**config.mk**
```make
export PLATFORM = sky130hd
export DESIGN_NAME = keychain_rsa_ctrl
export DESIGN_NICKNAME = d
export VERILOG_FILES = /design/src/rtl/keychain_pkg.sv /design/src/rtl/keychain_rsa_ctrl_byte_serializer.sv /design/src/rtl/keychain_rsa_ctrl.sv
export SDC_FILE = /design/constraint.sdc
export NUM_CORES = 1
export LEC_CHECK = 0
export BUFFER_PORTS_ARGS = -buffer_cell sky130_fd_sc_hd__buf_2
export CAP_MARGIN = 20
export CORE_MARGIN = 5
export CORE_UTILIZATION = 53
export CTS_BUF_LIST = sky130_fd_sc_hd__clkbuf_16
export DETAILED_ROUTE_END_ITERATION = 6
export GPL_TIMING_DRIVEN = 0
export HOLD_SLACK_MARGIN = 0.03
export PLACE_DENSITY_LB_ADDON = 0.3
export RECOVER_POWER = 50
export SYNTH_ARGS = -nofsm -noshare
export SYNTH_HDL_FRONTEND = slang
export SYNTH_SLANG_ARGS = --single-unit
```
**constraint.sdc**
```tcl
create_clock -name clk_in -period 2.97 [get_ports clk_in]
set_input_delay 0.594 -clock clk_in [delete_from_list [all_inputs] [get_ports clk_in]]
set_output_delay 0.594 -clock clk_in [all_outputs]
set_load 0.01 [all_outputs]
```
**src/rtl/keychain_pkg.sv**
```systemverilog
// Shared definitions for the keychain RSA controller.
//   state_t    : controller FSM states (SEND/TXW phases live in byte_serializer)
//   HDR_MARKER : required upper nibble of a frame header byte
//   ERR_BYTE   : single byte returned for a rejected request
package keychain_pkg;

  typedef enum logic [2:0] {IDLE, RECV, CHECK, START, WAIT, ERR, SEND, TXW} state_t;

  localparam logic [3:0] HDR_MARKER = 4'hA;
  localparam logic [7:0] ERR_BYTE   = 8'hEE;

endpackage

```
**src/rtl/keychain_rsa_ctrl_byte_serializer.sv**
```systemverilog
// byte_serializer: shifts a WIDTH-bit word out to a UART transmitter, MSB byte
// first, one tx_trigger_out strobe per byte.
//   clk_in, rst_n_in : clock, asynchronous active-low reset
//   load_in          : start a transfer (accepted only when idle)
//   data_in          : word to send, first byte in [WIDTH-1:WIDTH-8]
//   count_in         : number of bytes to send (1..WIDTH/8)
//   tx_busy_in       : transmitter busy
//   tx_byte_out      : byte presented to the transmitter
//   tx_trigger_out   : one-cycle transmit strobe
//   done_out         : one-cycle pulse in the cycle the last byte completes
module byte_serializer
  import keychain_pkg::*;
#(
  parameter  int WIDTH = 16,
  localparam int BYTES = WIDTH / 8,
  localparam int CW    = $clog2(BYTES + 1)
) (
  input  logic             clk_in,
  input  logic             rst_n_in,
  input  logic             load_in,
  input  logic [WIDTH-1:0] data_in,
  input  logic [CW-1:0]    count_in,
  input  logic             tx_busy_in,
  output logic [7:0]       tx_byte_out,
  output logic             tx_trigger_out,
  output logic             done_out
);

  state_t           state_q, state_d;
  logic [WIDTH-1:0] shift_q, shift_d;
  logic [CW-1:0]    cnt_q, cnt_d;
  logic             first_q, first_d;
  logic [7:0]       byte_q, byte_d;
  logic             trig_q, trig_d;

  always_ff @(posedge clk_in or negedge rst_n_in) begin
    if (!rst_n_in) begin
      state_q <= IDLE;
      shift_q <= '0;
      cnt_q   <= '0;
      first_q <= 1'b0;
      byte_q  <= '0;
      trig_q  <= 1'b0;
    end else begin
      state_q <= state_d;
      shift_q <= shift_d;
      cnt_q   <= cnt_d;
      first_q <= first_d;
      byte_q  <= byte_d;
      trig_q  <= trig_d;
    end
  end

  // The transmitter only raises busy after seeing the trigger, so the first
  // TXW cycle must not read tx_busy_in.
  always_comb begin
    state_d = state_q;
    case (state_q)
      IDLE:    if (load_in) state_d = SEND;
      SEND:    if (!tx_busy_in) state_d = TXW;
      TXW:     if (!first_q && !tx_busy_in) state_d = (cnt_q == CW'(1)) ? IDLE : SEND;
      default: state_d = IDLE;
    endcase
  end

  always_comb begin
    shift_d  = shift_q;
    cnt_d    = cnt_q;
    first_d  = 1'b0;
    byte_d   = byte_q;
    trig_d   = 1'b0;
    done_out = 1'b0;
    case (state_q)
      IDLE: begin
        if (load_in) begin
          shift_d = data_in;
          cnt_d   = count_in;
        end
      end
      SEND: begin
        if (!tx_busy_in) begin
          byte_d  = shift_q[WIDTH-1 -: 8];
          trig_d  = 1'b1;
          first_d = 1'b1;
        end
      end
      TXW: begin
        if (!first_q && !tx_busy_in) begin
          cnt_d = cnt_q - CW'(1);
          if (cnt_q == CW'(1)) done_out = 1'b1;
          else                 shift_d  = shift_q << 8;
        end
      end
      default: ;
    endcase
  end

  assign tx_byte_out    = byte_q;
  assign tx_trigger_out = trig_q;

endmodule

```
**src/rtl/keychain_rsa_ctrl.sv**
```systemverilog
// keychain_rsa_ctrl: UART-framed modular-exponentiation controller.
// Receives {header, BYTES value bytes MSB first}, picks a key slot from the
// header, validates the operand, starts the external engine and returns the
// result (or ERR_BYTE) over UART through byte_serializer.
//   clk_in, rst_n_in         : clock, asynchronous active-low reset
//   rx_valid_in, rx_byte_in  : received byte strobe / data
//   tx_byte_out, tx_trigger_out, tx_busy_in : transmitter handshake
//   key_we_in, key_sel_in, key_exp_in, key_mod_in : key table write port
//   em_*                     : exponent_modulus engine handshake
//   busy_out                 : controller not idle
//   err_out, overrun_out     : error-byte queued / rx byte dropped pulses
module keychain_rsa_ctrl
  import keychain_pkg::*;
#(
  parameter  int WIDTH          = 16,
  parameter  int NUM_KEYS       = 4,
  parameter  int TIMEOUT_CYCLES = 1_000_000,
  localparam int BYTES          = WIDTH / 8,
  localparam int KW             = (NUM_KEYS > 1) ? $clog2(NUM_KEYS) : 1
) (
  input  logic             clk_in,
  input  logic             rst_n_in,
  input  logic             rx_valid_in,
  input  logic [7:0]       rx_byte_in,
  output logic [7:0]       tx_byte_out,
  output logic             tx_trigger_out,
  input  logic             tx_busy_in,
  input  logic             key_we_in,
  input  logic [KW-1:0]    key_sel_in,
  input  logic [WIDTH-1:0] key_exp_in,
  input  logic [WIDTH-1:0] key_mod_in,
  output logic             em_ready_out,
  output logic [WIDTH-1:0] em_value_out,
  output logic [WIDTH-1:0] em_exponent_out,
  output logic [WIDTH-1:0] em_modulus_out,
  input  logic [WIDTH-1:0] em_result_in,
  input  logic             em_busy_in,
  input  logic             em_valid_in,
  output logic             busy_out,
  output logic             err_out,
  output logic             overrun_out
);

  localparam int CW = $clog2(BYTES + 1);
  localparam int TW = $clog2(TIMEOUT_CYCLES + 1);

  state_t           state_q, state_d;
  logic [3:0]       slot_q, slot_d;
  logic [WIDTH-1:0] value_q, value_d;
  logic [CW-1:0]    bcnt_q, bcnt_d;
  logic [TW-1:0]    tmo_q, tmo_d;
  logic [WIDTH-1:0] em_value_q, em_value_d;
  logic [WIDTH-1:0] em_exp_q, em_exp_d;
  logic [WIDTH-1:0] em_mod_q, em_mod_d;
  logic             overrun_q, overrun_d;

  // Engine results arrive as a strobe; busy is informational only.
  logic unused_em_busy;
  assign unused_em_busy = em_busy_in;

  // Key table: one register pair per slot. Out-of-range selects match no slot.
  logic [WIDTH-1:0] key_exp_all [NUM_KEYS];
  logic [WIDTH-1:0] key_mod_all [NUM_KEYS];

  generate
    for (genvar gi = 0; gi < NUM_KEYS; gi++) begin : g_key
      logic [WIDTH-1:0] exp_q;
      logic [WIDTH-1:0] mod_q;
      always_ff @(posedge clk_in or negedge rst_n_in) begin
        if (!rst_n_in) begin
          exp_q <= '0;
          mod_q <= '0;
        end else if (key_we_in && key_sel_in == KW'(gi)) begin
          exp_q <= key_exp_in;
          mod_q <= key_mod_in;
        end
      end
      assign key_exp_all[gi] = exp_q;
      assign key_mod_all[gi] = mod_q;
    end
  endgenerate

  logic [WIDTH-1:0] sel_exp, sel_mod;
  logic             slot_bad, operand_bad, hdr_ok, last_byte;

  assign slot_bad    = ({1'b0, slot_q} >= 5'(NUM_KEYS));
  assign sel_exp     = key_exp_all[slot_q[KW-1:0]];
  assign sel_mod     = key_mod_all[slot_q[KW-1:0]];
  assign operand_bad = slot_bad || (sel_mod == '0) || (value_q >= sel_mod);
  assign hdr_ok      = rx_valid_in && (rx_byte_in[7:4] == HDR_MARKER);
  assign last_byte   = rx_valid_in && (bcnt_q == CW'(BYTES - 1));

  logic             ser_load, ser_done;
  logic [WIDTH-1:0] ser_data;
  logic [CW-1:0]    ser_count;

  // State register
  always_ff @(posedge clk_in or negedge rst_n_in) begin
    if (!rst_n_in) begin
      state_q    <= IDLE;
      slot_q     <= '0;
      value_q    <= '0;
      bcnt_q     <= '0;
      tmo_q      <= '0;
      em_value_q <= '0;
      em_exp_q   <= '0;
      em_mod_q   <= '0;
      overrun_q  <= 1'b0;
    end else begin
      state_q    <= state_d;
      slot_q     <= slot_d;
      value_q    <= value_d;
      bcnt_q     <= bcnt_d;
      tmo_q      <= tmo_d;
      em_value_q <= em_value_d;
      em_exp_q   <= em_exp_d;
      em_mod_q   <= em_mod_d;
      overrun_q  <= overrun_d;
    end
  end

  // Next-state logic
  always_comb begin
    state_d = state_q;
    case (state_q)
      IDLE:  if (hdr_ok) state_d = RECV;
      RECV: begin
        if (last_byte)                                        state_d = CHECK;
        else if (!rx_valid_in && tmo_q == TW'(TIMEOUT_CYCLES)) state_d = IDLE;
      end
      CHECK: state_d = operand_bad ? ERR : START;
      START: state_d = WAIT;
      WAIT:  if (em_valid_in) state_d = SEND;
      ERR:   state_d = SEND;
      SEND:  if (ser_done) state_d = IDLE;
      default: state_d = IDLE;
    endcase
  end

  // Datapath and outputs
  always_comb begin
    slot_d     = slot_q;
    value_d    = value_q;
    bcnt_d     = bcnt_q;
    tmo_d      = tmo_q;
    em_value_d = em_value_q;
    em_exp_d   = em_exp_q;
    em_mod_d   = em_mod_q;
    case (state_q)
      IDLE: begin
        if (hdr_ok) begin
          slot_d = rx_byte_in[3:0];
          bcnt_d = '0;
          tmo_d  = '0;
        end
      end
      RECV: begin
        if (rx_valid_in) begin
          value_d = {value_q[WIDTH-9:0], rx_byte_in};
          bcnt_d  = bcnt_q + CW'(1);
          tmo_d   = '0;
        end else begin
          tmo_d = tmo_q + TW'(1);
        end
      end
      CHECK: begin
        // Operands hold from here until the next accepted frame's CHECK.
        if (!operand_bad) begin
          em_value_d = value_q;
          em_exp_d   = sel_exp;
          em_mod_d   = sel_mod;
        end
      end
      default: ;
    endcase

    overrun_d = rx_valid_in && (state_q != IDLE) && (state_q != RECV);
    ser_load  = (state_q == ERR) || (state_q == WAIT && em_valid_in);
    ser_data  = (state_q == ERR) ? {ERR_BYTE, {(WIDTH-8){1'b0}}} : em_result_in;
    ser_count = (state_q == ERR) ? CW'(1) : CW'(BYTES);
  end

  assign em_ready_out    = (state_q == START);
  assign err_out         = (state_q == ERR);
  assign busy_out        = (state_q != IDLE);
  assign overrun_out     = overrun_q;
  assign em_value_out    = em_value_q;
  assign em_exponent_out = em_exp_q;
  assign em_modulus_out  = em_mod_q;

  byte_serializer #(.WIDTH(WIDTH)) u_ser (
    .clk_in         (clk_in),
    .rst_n_in       (rst_n_in),
    .load_in        (ser_load),
    .data_in        (ser_data),
    .count_in       (ser_count),
    .tx_busy_in     (tx_busy_in),
    .tx_byte_out    (tx_byte_out),
    .tx_trigger_out (tx_trigger_out),
    .done_out       (ser_done)
  );

endmodule

```
==> impl_results.md <==
- Row count: 53
- Failing checks: max-capacitance violations, max-slew violations, negative setup slack
- CP max FO: 8
- Psw: 4.42 mW
- Die Area: 24100 sq um
- Initial DRC count: 401
- Slew Limit Fails: 70
- Syn Inst Count: 859
- Hold path cells: 3
- Period minus WS final: 3280 ps
- CP Data Required Time: 3390 ps
- Sequential area share after synthesis: 56.2%
- Port buffer count: 123
- Max Clk Rate: 304 MHz
- Power share of the clock group: 22.8%
- Nets: 1131
- Diode count: 0
- HP Class: in -> reg
- Gr usage total: 21.1%
- Crit path kind: reg -> reg
- Mapped Area: 11200 sq um
- Status: finished with violations
- Flip-flop and latch area: 6280 sq um
- Initial antenna violation count: 3
- Post-synth EDFFs: 0
- Net Count, Synth: 944
- Finish-stage setup viols: 48
- Clock root buffer: clkbuf_16
- Main synth FF type: dfrtp_1
- DP Area: 12200 sq um
- Crit path DAT: 3700 ps
- CTS tree: built
- Clock Path Buffers: 3
- DR WL/cell: 19.1 microns
- Worst skew pair latency: 540 ps
- Routed vias/inst: 5.60
- Core box area: 20900 sq um
- CTS clk-pin slew, worst paths: 60 ps
- Drt pass-1 iters: 5
- Final Cycle Share: 111%
- Fillers: 1575
- Reg power frac: 38.3%
- Layout cells sized above 1: 41.9%
- Total grt overflow: 0
- H-tree Lvls: 1
- Max-cap check violation count: 1
- Sw Share: 32.8%
- Die X: 155 microns
- DR DRC count: 0
- CP endpoint kind: register
- Final instance area: 13600 sq um
- Worst reg2reg path depth: 12
- First-pass GRT wire length: 40700 microns
- Final HPWL DP: 16600 microns
- Leak: 6.34 nW
- Total power draw: 13.5 mW
- Pin count of the biggest net entering global routing: 102
- Combinational power share: 38.9%
- Vias in the first global route: 7705
- Synth warn: 0
- Hold wc startpoint: rx_byte_in[7]
- Syn_area_per_cell: 13.0 sq um
- Placer Congestion: 0.849
- Num CTS Buffers: 27
- Die H: 155 microns
- RR Endpoint: em_value_out[5]$_DFFE_PN0P_
- Pwr dens: 988 nW/um^2
- Via count: 7500
- Worst slew pin tran: 1760 ps
- Starting Density: 53.5%
- Post-DRT Antenna Nets: 0
- Worst R2R Setup Slack: -310 ps
- Reg-to-Reg Start: slot_q[0]$_DFFE_PN0P_
- Rel. slew slack: -17.6%
- FFs w/ async S/R, synth: 100%
- Startpoint types: register
- Worst Slack Setup Final: -315 ps
- Worst hold path endpoint: value_q[7]$_DFFE_PN0P_
- I/O pins: 126
- Multi-input combinational cell area: 4820 sq um
- Post-Route WL: 25600 microns
- Maximum vdd drop: 0.602 mV
- Cell-internal power: 9.05 mW
- Worst Clk Skew: 14.9 ps
- Synth unique cells: 47
- CTS Sinks: 251
- Layout area overhead: 22.1%
- RSZ-0062 raised after global routing: yes
- Endpoints failing hold: 0
- Number of synthesized register bits: 251
## worst max-delay path by stage
stage	slack (ps)	depth (start not counted)	to	from
after floorplan	6	13	em_value_out[10]$_DFFE_PN0P_	slot_q[0]$_DFFE_PN0P_
after global placement	-3200	1	g_key[3].mod_q[7]$_DFFE_PN0P_	rst_n_in
after detailed placement	-670	13	em_value_out[13]$_DFFE_PN0P_	slot_q[1]$_DFFE_PN0P_
after CTS	-180	13	em_value_out[9]$_DFFE_PN0P_	slot_q[0]$_DFFE_PN0P_
after global routing	-390	12	em_value_out[5]$_DFFE_PN0P_	slot_q[0]$_DFFE_PN0P_
final	-310	12	em_value_out[5]$_DFFE_PN0P_	slot_q[0]$_DFFE_PN0P_
## synthesized netlist by cell type, types with 2 or more instances
library cell,count,share of area [%]
a21o_1,4,0.27
a21oi_1,13,0.58
a221oi_1,2,0.16
a31oi_1,8,0.45
and2_1,4,0.22
and3_1,6,0.34
buf_1,7,0.24
buf_2,4,0.18
buf_4,3,0.20
buf_8,2,0.27
clkbuf_1,29,0.97
dfrtp_1,251,56
ha_1,20,2.2
inv_1,26,0.87
mux2_1,20,2.0
mux2_2,168,17
mux4_2,32,6.5
nand2_1,97,3.3
nand3_1,14,0.63
nand3b_1,2,0.13
nand4_1,9,0.50
nor2_1,25,0.84
nor2b_1,3,0.17
nor3_1,3,0.13
nor3b_1,2,0.13
nor4_1,10,0.56
o21ai_0,63,2.8
o31ai_1,3,0.20
or2_0,2,0.11
or2_2,2,0.11
or3_1,9,0.50
## power by group through the flow
| stage | Combinational (mW) | Clock (mW) | Sequential (mW) |
|---|---|---|---|
| CTS | 4.52 | 3.13 | 5.11 |
| floorplan | 2.68 | 0 | 5.16 |
| detailed placement | 4.09 | 0 | 5.16 |
| global placement | 3.98 | 0 | 5.12 |
| finish | 5.24 | 3.06 | 5.16 |
| global route | 5.69 | 3.29 | 5.30 |
## stage by stage
step | hold WS (ps) | utilization (%) | cells | setup slack [ps] | TNS (ps)
global route | 253 | 65.2 | 1340 | -393 | -19910
finish | 269 | 65.2 | 1340 | -315 | -13250
detailed placement | 469 | 58.4 | 1259 | -671 | -29670
floorplan | 298 | - | 859 | 5.58 | 0
global placement | 458 | 58.1 | 1257 | -3200 | -825220
CTS | 246 | 63.6 | 1330 | -177 | -7560
## area by class of cell
type / count / area share (%)
sequential: 251 / 46.1
multi-input combinational: 533 / 35.4
timing repair buffer: 158 / 7.05
clock buffer: 27 / 4.96
tap: 275 / 2.52
buffer: 47 / 2.33
clock inverter: 21 / 0.927
inverter: 28 / 0.771
## metal layers
metal / vias to the layer above / routed length [microns] / global-route usage (%)
li1: 3449 / - / -
met3: 59 / 1600 / 4.34
met5: - / 22 / 0
met4: 6 / 750 / 5.26
met1: 3774 / 10800 / 28.7
met2: 212 / 12400 / 35.0
## registers in the layout, summed over array words and instances (netlist names), 8 cells and up
signal             count
tmo_q                 20
em_value_out          16
g_key.exp_q           64
u_ser.tx_byte_out      8
u_ser.shift_q         16
em_modulus_out        16
value_q               16
g_key.mod_q           64
em_exponent_out       16
## critical path, cell delays in order (launching register included)
cell,delay [ps]
dfrtp_1,380
buf_8,170
mux4_2,580
inv_2,90
ha_1,250
a21o_1,200
a21oi_2,180
o21ai_1,120
nor4_4,300
nand4_2,220
buf_12,220
clkbuf_16,160
mux2_4,300
## placed cells by master (no fill, tap or decap), drive strengths merged, types with 3 or more instances in the layout
cell / n
nor3: 3
or3: 9
clkinv: 11
nor2: 25
nand2: 97
mux4: 32
nand4: 10
buf: 167
clkbuf: 64
and3: 6
a21o: 4
nor2b: 3
or2: 4
mux2: 188
inv: 37
dfrtp: 251
a21oi: 13
nand3: 14
a31oi: 8
o31ai: 3
o21ai: 63
nor4: 10
and2: 5
ha: 20
## cell families after synthesis
group / share of synthesized area [%]
AOI/OAI and AO/OA: 4.82
xor gates and xnor gates: 0.0784
adders and majority gates: 2.24
buffers and inverters: 3.08
DFF: 56.2
muxes: 25.4
and+or+nand+nor: 8.12
## what timing repair did
| item | 4_1_cts | 5_1_grt |
|---|---|---|
| setup endpoints to repair | 50 | 48 |
| gates resized for setup | 25 | 61 |
| pin swaps | 4 | 7 |
| gates cloned | 1 | 2 |
| setup buffers | 21 | 8 |
| endpoints found under the hold margin | 2 | 0 |
| hold buffers | 1 | 0 |
No activity file was read; power rests on OpenSTA's default activity.
